**src/rtl/muldiv_pkg.sv**
```systemverilog
// Shared encodings and sizing helpers for the iterative multiply/divide unit.
package muldiv_pkg;

    localparam int DEF_WIDTH = 32;

    localparam logic [2:0] OP_MULT  = 3'd0;
    localparam logic [2:0] OP_MULTU = 3'd1;
    localparam logic [2:0] OP_DIV   = 3'd2;
    localparam logic [2:0] OP_DIVU  = 3'd3;
    localparam logic [2:0] OP_MTHI  = 3'd4;
    localparam logic [2:0] OP_MTLO  = 3'd5;

    typedef enum logic [1:0] {
        IDLE = 2'd0,
        RUN  = 2'd1,
        FIX  = 2'd2
    } state_t;

    function automatic int cnt_width(input int w);
        return (w > 1) ? $clog2(w) : 1;
    endfunction

    localparam int DEF_CNT_W = cnt_width(DEF_WIDTH);

endpackage

```
**src/rtl/muldiv_step.sv**
```systemverilog
// One radix-2 iteration: shift-add multiply or restoring shift-subtract divide.
module muldiv_step #(
    parameter int WIDTH = 32
) (
    input  logic             div_mode,
    input  logic [WIDTH:0]   acc,
    input  logic [WIDTH-1:0] q,
    input  logic [WIDTH-1:0] m,
    output logic [WIDTH:0]   acc_next,
    output logic [WIDTH-1:0] q_next
);

    logic [WIDTH:0]   sum;
    logic [WIDTH:0]   shifted;
    logic [WIDTH+1:0] diff;

    always_comb begin
        // acc[WIDTH] is always clear between multiply steps, so the add cannot overflow
        sum      = acc + {1'b0, (q[0] ? m : {WIDTH{1'b0}})};
        shifted  = {acc[WIDTH-1:0], q[WIDTH-1]};
        diff     = {1'b0, shifted} - {2'b00, m};
        acc_next = {1'b0, sum[WIDTH:1]};
        q_next   = {sum[0], q[WIDTH-1:1]};
        if (div_mode) begin
            if (!diff[WIDTH+1]) begin
                acc_next = diff[WIDTH:0];
                q_next   = {q[WIDTH-2:0], 1'b1};
            end else begin
                acc_next = shifted;
                q_next   = {q[WIDTH-2:0], 1'b0};
            end
        end
    end

endmodule

```
**src/rtl/muldiv_unit.sv**
```systemverilog
// Iterative MULT/MULTU/DIV/DIVU unit owning HI/LO; also services MTHI/MTLO.
// state | meaning:  IDLE | accept requests;  RUN | WIDTH radix-2 steps;  FIX | sign-correct, write HI/LO
module muldiv_unit
    import muldiv_pkg::*;
#(
    parameter int WIDTH = 32
) (
    input  logic             clk,
    input  logic             rst_n,
    input  logic             start,
    input  logic [2:0]       op,
    input  logic [WIDTH-1:0] a,
    input  logic [WIDTH-1:0] b,
    input  logic             cancel,
    output logic             busy,
    output logic             done,
    output logic [WIDTH-1:0] hi,
    output logic [WIDTH-1:0] lo
);

    localparam int CNT_W = cnt_width(WIDTH);

    state_t state, state_next;

    logic [CNT_W-1:0]   cnt;
    logic [WIDTH:0]     acc, acc_step;
    logic [WIDTH-1:0]   q, q_step, m;
    logic               is_div, neg_q, neg_r, b_zero;
    logic               load, mt_hi, mt_lo, wr_res;
    logic               signed_op, mul_op;
    logic [WIDTH-1:0]   a_mag, b_mag;
    logic [2*WIDTH-1:0] prod_raw, prod_fix;
    logic [WIDTH-1:0]   quot_fix, rem_fix;

    always_ff @(posedge clk or negedge rst_n) begin
        if (!rst_n) state <= IDLE;
        else        state <= state_next;
    end

    always_comb begin
        state_next = state;
        load       = 1'b0;
        mt_hi      = 1'b0;
        mt_lo      = 1'b0;
        wr_res     = 1'b0;
        case (state)
            IDLE: begin
                if (start && !cancel) begin
                    case (op)
                        OP_MULT, OP_MULTU, OP_DIV, OP_DIVU: begin
                            load       = 1'b1;
                            state_next = RUN;
                        end
                        OP_MTHI: mt_hi = 1'b1;
                        OP_MTLO: mt_lo = 1'b1;
                        default: ;
                    endcase
                end
            end
            RUN: begin
                if (cancel)                          state_next = IDLE;
                else if (cnt == CNT_W'(WIDTH - 1))  state_next = FIX;
            end
            FIX: begin
                state_next = IDLE;
                wr_res     = !cancel;
            end
            default: state_next = IDLE;
        endcase
    end

    assign busy      = (state != IDLE);
    assign signed_op = (op == OP_MULT) || (op == OP_DIV);
    assign mul_op    = (op == OP_MULT) || (op == OP_MULTU);
    assign a_mag     = (signed_op && a[WIDTH-1]) ? -a : a;
    assign b_mag     = (signed_op && b[WIDTH-1]) ? -b : b;

    muldiv_step #(.WIDTH(WIDTH)) u_step (
        .div_mode (is_div),
        .acc      (acc),
        .q        (q),
        .m        (m),
        .acc_next (acc_step),
        .q_next   (q_step)
    );

    // A zero divisor leaves an all-ones quotient that must not be negated
    assign prod_raw = {acc[WIDTH-1:0], q};
    assign prod_fix = neg_q ? -prod_raw : prod_raw;
    assign quot_fix = (neg_q && !b_zero) ? -q : q;
    assign rem_fix  = neg_r ? -acc[WIDTH-1:0] : acc[WIDTH-1:0];

    always_ff @(posedge clk or negedge rst_n) begin
        if (!rst_n) begin
            cnt    <= '0;
            acc    <= '0;
            q      <= '0;
            m      <= '0;
            is_div <= 1'b0;
            neg_q  <= 1'b0;
            neg_r  <= 1'b0;
            b_zero <= 1'b0;
            done   <= 1'b0;
            hi     <= '0;
            lo     <= '0;
        end else begin
            done <= wr_res;
            if (load) begin
                cnt    <= '0;
                acc    <= '0;
                q      <= mul_op ? b_mag : a_mag;
                m      <= mul_op ? a_mag : b_mag;
                is_div <= !mul_op;
                neg_q  <= signed_op && (a[WIDTH-1] ^ b[WIDTH-1]);
                neg_r  <= signed_op && !mul_op && a[WIDTH-1];
                b_zero <= (b == '0);
            end else if (state == RUN) begin
                acc <= acc_step;
                q   <= q_step;
                cnt <= cnt + 1'b1;
            end
            if (mt_hi) hi <= a;
            if (mt_lo) lo <= a;
            if (wr_res) begin
                if (is_div) begin
                    hi <= rem_fix;
                    lo <= quot_fix;
                end else begin
                    {hi, lo} <= prod_fix;
                end
            end
        end
    end

endmodule
```
**config.mk**
```make
export PLATFORM = sky130hd
export DESIGN_NAME = muldiv_unit
export DESIGN_NICKNAME = d
export VERILOG_FILES = /design/src/rtl/muldiv_pkg.sv /design/src/rtl/muldiv_step.sv /design/src/rtl/muldiv_unit.sv
export SDC_FILE = /design/constraint.sdc
export NUM_CORES = 1
export LEC_CHECK = 0
export CORE_MARGIN = 10
export CORE_UTILIZATION = 55
export DETAILED_ROUTE_END_ITERATION = 6
export PLACE_DENSITY = 0.81
export REMOVE_ABC_BUFFERS = 1
export SLEW_MARGIN = 20
export SYNTH_ARGS = -nofsm -noshare
export SYNTH_HDL_FRONTEND = slang
export SYNTH_HIERARCHICAL = 1
export SYNTH_SLANG_ARGS = --single-unit
export TNS_END_PERCENT = 10
```
**constraint.sdc**
```tcl
create_clock -name clk -period 9.27 [get_ports clk]
set_input_delay 1.854 -clock clk [delete_from_list [all_inputs] [get_ports clk]]
set_output_delay 1.854 -clock clk [all_outputs]
set_load 0.03 [all_outputs]
```
==> results of run 1 <==
==> area by class of cell <==
cell class	instances	area, sq um	share of cell area (%)
antenna	1	2.50	0.0136
tap	384	480	2.62
clock buffer	18	439	2.39
inverter	69	259	1.41
timing repair buffer	161	1540	8.40
multi-input combinational	1689	11200	60.8
clock inverter	13	139	0.756
sequential	173	4330	23.6
==> cells in the final DEF, fill, tap and decap left out, types with 18 or more instances in the layout <==
cell / count
mux2_2: 65
a21oi_1: 138
o21a_1: 20
nor4_1: 27
xnor2_1: 83
dfrtp_1: 172
nand4_1: 22
ha_1: 70
o31ai_1: 30
clkdlybuf4s50_1: 134
or3_1: 30
nor2_1: 116
nand2_1: 263
mux2i_1: 41
o21ai_0: 171
and2_1: 41
inv_1: 68
xor2_1: 68
nand3_1: 40
and3_1: 18
a21o_1: 35
buf_4: 24
or4_1: 20
nor2b_1: 30
nor3_1: 37
a31oi_1: 43
a211oi_1: 35
o221ai_1: 27
==> worst min-delay path: stages (launching register included) <==
cell	delay (ns)
dfrtp_1	0.36
nand2_1	0.06
nand2_1	0.05
==> metal layers <==
layer	share of wire [%]	vias up	global-route usage, %
met5	0	-	0
li1	-	7675	-
met3	9.6	184	6.60
met2	45	1022	52.5
met4	3.8	0	12.6
met1	41	8055	43.3
==> cells by family after synthesis <==
logic type | Yosys count | share of synthesized area [%]
xor+xnor | 151 | 8.16
fa+ha+maj | 72 | 5.65
flops | 173 | 26.7
buf+inv | 194 | 4.59
simple gates | 701 | 21.3
mux | 106 | 7.05
compound gates | 659 | 26.6
==> sequential cells by signal (all words and copies together) (netlist names) <==
| signal | count |
|---|---|
| state | 2 |
| cnt | 5 |
| hi | 32 |
| b_zero | 1 |
| m | 32 |
| acc | 33 |
| neg_r | 1 |
| neg_q | 1 |
| q | 32 |
| done | 1 |
| lo | 32 |
| is_div | 1 |
==> metrics by stage <==
stage	total power [mW]	hold slack (ns)	utilization, %	setup WS [ns]	std cells
floorplan	3.45	0.439	-	1.77	1931
global placement	4.51	0.460	61.6	4.05	2475
detailed placement	4.56	0.478	61.6	4.42	2476
CTS	5.30	0.494	63.6	4.88	2507
global route	5.72	0.551	63.7	4.60	2507
finish	5.39	0.490	63.7	4.81	2508
==> worst paths after layout <==
path,startpoint,endpoint,cells past startpoint,slack (ns)
worst max-delay path,b[0],q[26],9,4.81
worst min-delay path,b_zero,b_zero,2,0.49
worst max register to register,q[31],acc[28],12,5.08
worst min register to register,b_zero,b_zero,2,0.49
max in group asynchronous,rst_n,acc[12],2,6.28
min in group asynchronous,rst_n,lo[22],1,1.46
==> power by group <==
group | total, mW | internal [mW] | switching (mW) | leakage (nW)
Clock | 0.733 | 0.404 | 0.329 | 0.283
Combinational | 3.26 | 1.29 | 1.97 | 5.07
Sequential | 1.40 | 0.963 | 0.434 | 2.11
Total | 5.39 | 2.66 | 2.73 | 7.46
==> cell usage after synthesis (35+ instances only) <==
cell	n
a211oi_1	35
a21o_1	35
a21oi_1	138
a31oi_1	43
and2_1	41
clkbuf_1	106
dfrtp_1	173
ha_1	70
inv_1	69
mux2_2	65
mux2i_1	41
nand2_1	266
nand3_1	40
nor2_1	117
nor3_1	37
o21ai_0	171
xnor2_1	83
xor2_1	68
==> reports/summary.txt, run 1 <==
status = complete, no violations
CP peak stage delay = 0.72 ns
cell area after placement = 0.0178 sq mm
crit path max-delay cell type = nor3b_1
Total GRT Usage = 32.9%
CP max FO = 5
H-Tree Depth = 4
FMAX = 0.224 GHz
Filler cells = 2,537
DIE WIDTH = 192 microns
CTS Buffer Depth = 2
CTS tree = done
fin nets = 2,254
Initial Util = 56.2%
cts hold-fix bufs = 0
pwr/cell area = 293 mW/mm^2
worst setup path class = input port to flop
Seq/Total Area, Yosys = 26.7%
pin slew with the least headroom to its limit = 1.22 ns
Post-Syn Area = 0.0162 sq mm
Final Cycle Share = 48.1%
Post-CTS Setup Bufs = 0
Core Box Area = 0.0289 sq mm
Async SR Flop Fraction = 100%
largest cells by area after synthesis = dfrtp_1, nand2_1, ha_1
vias per cell = 6.75
Final Hold Viols = 0
Leak = 7.46 nW
Yosys top cell by area = dfrtp_1
setup_tns = 0 ns
Placer Congestion = 1.01
synthesized flop and latch total = 173
Synth-to-Final Area Change = 13.4%
Total Wirelength = 61,100 microns
Max transition margin = 18.0%
first-pass GRT wire length = 95,200 microns
CTS clock-pin slew for the worst setup and hold paths = 0.07 ns
DIE AREA = 0.0367 sq mm
MaxCap Viol Count = 0
port bufs = 136
Yosys cell types = 83
Clock Skew = 0.00953 ns
hpwl dp = 45,600 microns
Mapped Cells = 2,056
cts repair resizes = 0
initial antenna violation count = 1
required time worst endpoint = 9.62 ns
type of the worst min-delay path = flop to flop
vias in the first global route = 16,400
Post-synth EDFFs = 0
average cell area after synthesis = 7.88 sq um
Most used DFF post-synth = dfrtp_1
1st-iter DRT viols = 1,924
min cycle time layout = 4.46 ns
unrepaired setup endpoints after global routing = false
Vias = 16,900
share of the synthesized area in the top cell type = 26.7%
layout cell share with drive strength beyond 1 = 7.87%
crit path DAT = 4.81 ns
Die Height = 192 microns
Sink Count = 173
Overflow after GRT = 0
delay-heaviest family, CP = simple AND/OR/NAND/NOR gates
DRT Pass-1 Iters = 6
YS warnings = 6
largest net degree at the start of global routing = 101
Peak VDD IR = 154 uV
Placement Rows = 62
Setup violations, final = 0
CTS Root Cell = clkbuf_16
CP endpoint kind = flop
antenna-violating nets left = 0
DR DRC count = 0
Buf+Inv Stages, Crit Path = 2
final instance area = 0.0184 sq mm
Avg WL per Cell = 24.4 microns
Top-Level Pins = 137
worst-skew pair later-pin latency = 0.45 ns
Slew Limit Fails = 0
startpoint types = input port
TritonCTS Buffers = 17
worst path cell trace = clkdlybuf4s50_1 > inv_1 > ha_1 > nor3b_1 > nand2_1 > o41ai_1 > xor2_1 > o221ai_1 > o21a_1
No activity file was read; power rests on OpenSTA's default activity.
==> inputs of run 2 (changes only) <==
--- a/config.mk
+++ b/config.mk
@@ -6,9 +6,9 @@
 export NUM_CORES = 1
 export LEC_CHECK = 0
 export CORE_MARGIN = 10
-export CORE_UTILIZATION = 55
+export CORE_UTILIZATION = 54
 export DETAILED_ROUTE_END_ITERATION = 6
-export PLACE_DENSITY = 0.81
+export PLACE_DENSITY = 0.83
 export REMOVE_ABC_BUFFERS = 1
 export SLEW_MARGIN = 20
 export SYNTH_ARGS = -nofsm -noshare
==> constraint.sdc (replaced) <==
create_clock -name clk -period 4.1 [get_ports clk]
set_input_delay 0.82 -clock clk [delete_from_list [all_inputs] [get_ports clk]]
set_output_delay 0.82 -clock clk [all_outputs]
set_load 0.03 [all_outputs]
==> run 2 against run 1 <==
The flow now finishes with violations (DRC). Hold slack worse by 0.050 ns. First-iteration DRC count is 40% higher. Utilization hardly changed. Global-route usage is 0.85 points lower. Critical endpoint is now acc[28]. Largest power group unchanged.
==> reports/summary.txt, run 2 (same netlist as run 1, synthesis figures left out) <==
status = finished with violations
failing checks = DRC
largest register by flop count = acc
Placement Rows = 63
antenna-violating nets left = 0
worst r2r dst = acc[28]
Register-to-Register Path Depth = 14
Peak VDD IR = 388 uV
Vias = 17,700
switching pwr = 6.31 mW
min cycle time layout = 3.61 ns
cts hold-fix bufs = 0
hpwl dp = 46,300 microns
placed cells = 2,540
Worst Slack Setup Final = 0.490 ns
most common cell after layout, fill and taps aside = nand2_1
CTS tree = done
vias per cell = 6.88
Core Box Area = 0.0296 sq mm
CP endpoint kind = flop
pin slew with the least headroom to its limit = 1.05 ns
Max transition margin = 29.3%
startpoint types = flop
crit path DAT = 3.94 ns
TritonCTS Buffers = 17
H-Tree Depth = 4
Placer Congestion = 1.04
DIE WIDTH = 193 microns
Post-CTS Setup Bufs = 0
most frequent cells in the layout = nand2_1, dfrtp_1, o21ai_0, a21oi_1, clkdlybuf4s50_1
Setup violations, final = 0
DR DRC count = 1
pwr/cell area = 670 mW/mm^2
CTS Buffer Depth = 2
Flop pwr share = 22.7%
cts repair resizes = 0
pre-CTS setup slack = 0.505 ns
Sw Ratio = 49.9%
port bufs = 136
required time worst endpoint = 4.43 ns
Int Power = 6.33 mW
unrepaired setup endpoints after global routing = false
MaxCap Viol Count = 0
DIE AREA = 0.0373 sq mm
Slew Limit Fails = 0
Die Height = 193 microns
Avg WL per Cell = 24.4 microns
Leak = 7.78 nW
CTS Root Cell = clkbuf_16
Largest register FFs = 33
Overflow after GRT = 0
CTS clock-pin slew for the worst setup and hold paths = 0.07 ns
Total Wirelength = 62,700 microns
fin nets = 2,312
vias in the first global route = 17,000
initial antenna violation count = 4
Comb pwr share = 63.1%
Total GRT Usage = 32.1%
Initial Util = 54.7%
layout cell share with drive strength beyond 1 = 10.2%
crit path capture = acc[28]
1st-iter DRT viols = 2,694
Crit. Startpoint = q[31]
worst-skew pair later-pin latency = 0.47 ns
Top-Level Pins = 137
Synth-to-Final Area Change = 16.4%
Total Power = 12.6 mW
Sink Count = 173
worst setup path class = flop to flop
FMAX = 0.277 GHz
reg2reg setup slack = 0.49 ns
largest net degree at the start of global routing = 95
Final Hold Viols = 0
worst r2r src = q[31]
first-pass GRT wire length = 97,700 microns
Final Cycle Share = 88.0%
Finished Layout Cells = 2,573
Final Core Density = 63.7%
DRT Pass-1 Iters = 7
type of the worst min-delay path = input port to async pin
clock network power share = 14.2%
CP max FO = 3
Clock Skew = 0.0197 ns
==> run 2: power by group through the flow <==
stage,registers (mW),clock network [mW],logic [mW]
floorplan,3.09,0,4.72
global placement,2.83,0,7.53
detailed placement,2.85,0,7.65
CTS,2.83,1.79,7.72
global route,2.92,1.87,8.54
finish,2.87,1.79,7.97
==> run 2: worst max-delay path, stage by stage (launching register included) <==
cell and delay (ns):
dfrtp_1 0.39, inv_1 0.18, ha_1 0.20, inv_1 0.06, fa_1 0.42, a211oi_1 0.33, o21ai_1 0.19, a31o_1 0.27
a21bo_1 0.20, and3_1 0.18, or4_1 0.46, a311oi_1 0.36, a211oi_1 0.09, nand2_1 0.08, o21ai_0 0.08
==> run 2: final cells by class <==
| cell class | instances | area [sq um] |
|---|---|---|
| antenna | 1 | 2.50 |
| timing repair buffer | 219 | 2010 |
| multi-input combinational | 1689 | 11200 |
| tap | 390 | 488 |
| sequential | 173 | 4330 |
| inverter | 69 | 259 |
| clock buffer | 19 | 443 |
| fill | 2543 | 10800 |
| clock inverter | 13 | 176 |
==> run 2: how the worst min path moves through the flow <==
stage	start	endpoint	slack [ns]	depth (start not counted)
6_report	rst_n	lo[21]	0.44	1
5_1_grt	rst_n	q[24]	0.50	1
4_1_cts	b_zero	b_zero	0.48	2
3_5_place_dp	b_zero	b_zero	0.46	2
3_3_place_gp	b_zero	b_zero	0.45	2
2_1_floorplan	b_zero	b_zero	0.44	2
==> run 2: routing by layer <==
| metal | up-vias | GRT usage (%) | routed length, microns |
|---|---|---|---|
| met3 | 278 | 8.20 | 7410 |
| met4 | 4 | 13.0 | 2870 |
| met1 | 8323 | 41.0 | 24200 |
| li1 | 7775 | - | - |
| met2 | 1328 | 50.6 | 28200 |
| met5 | - | 0 | 22 |
==> run 2: metrics by stage <==
step	TNS, ns	hold slack, ns	cell area [sq um]
5_1_grt	0	0.502	18900
6_report	0	0.440	18900
4_1_cts	0	0.479	18900
3_5_place_dp	0	0.462	18200
2_1_floorplan	-65.41	0.439	15700
3_3_place_gp	0	0.453	18200
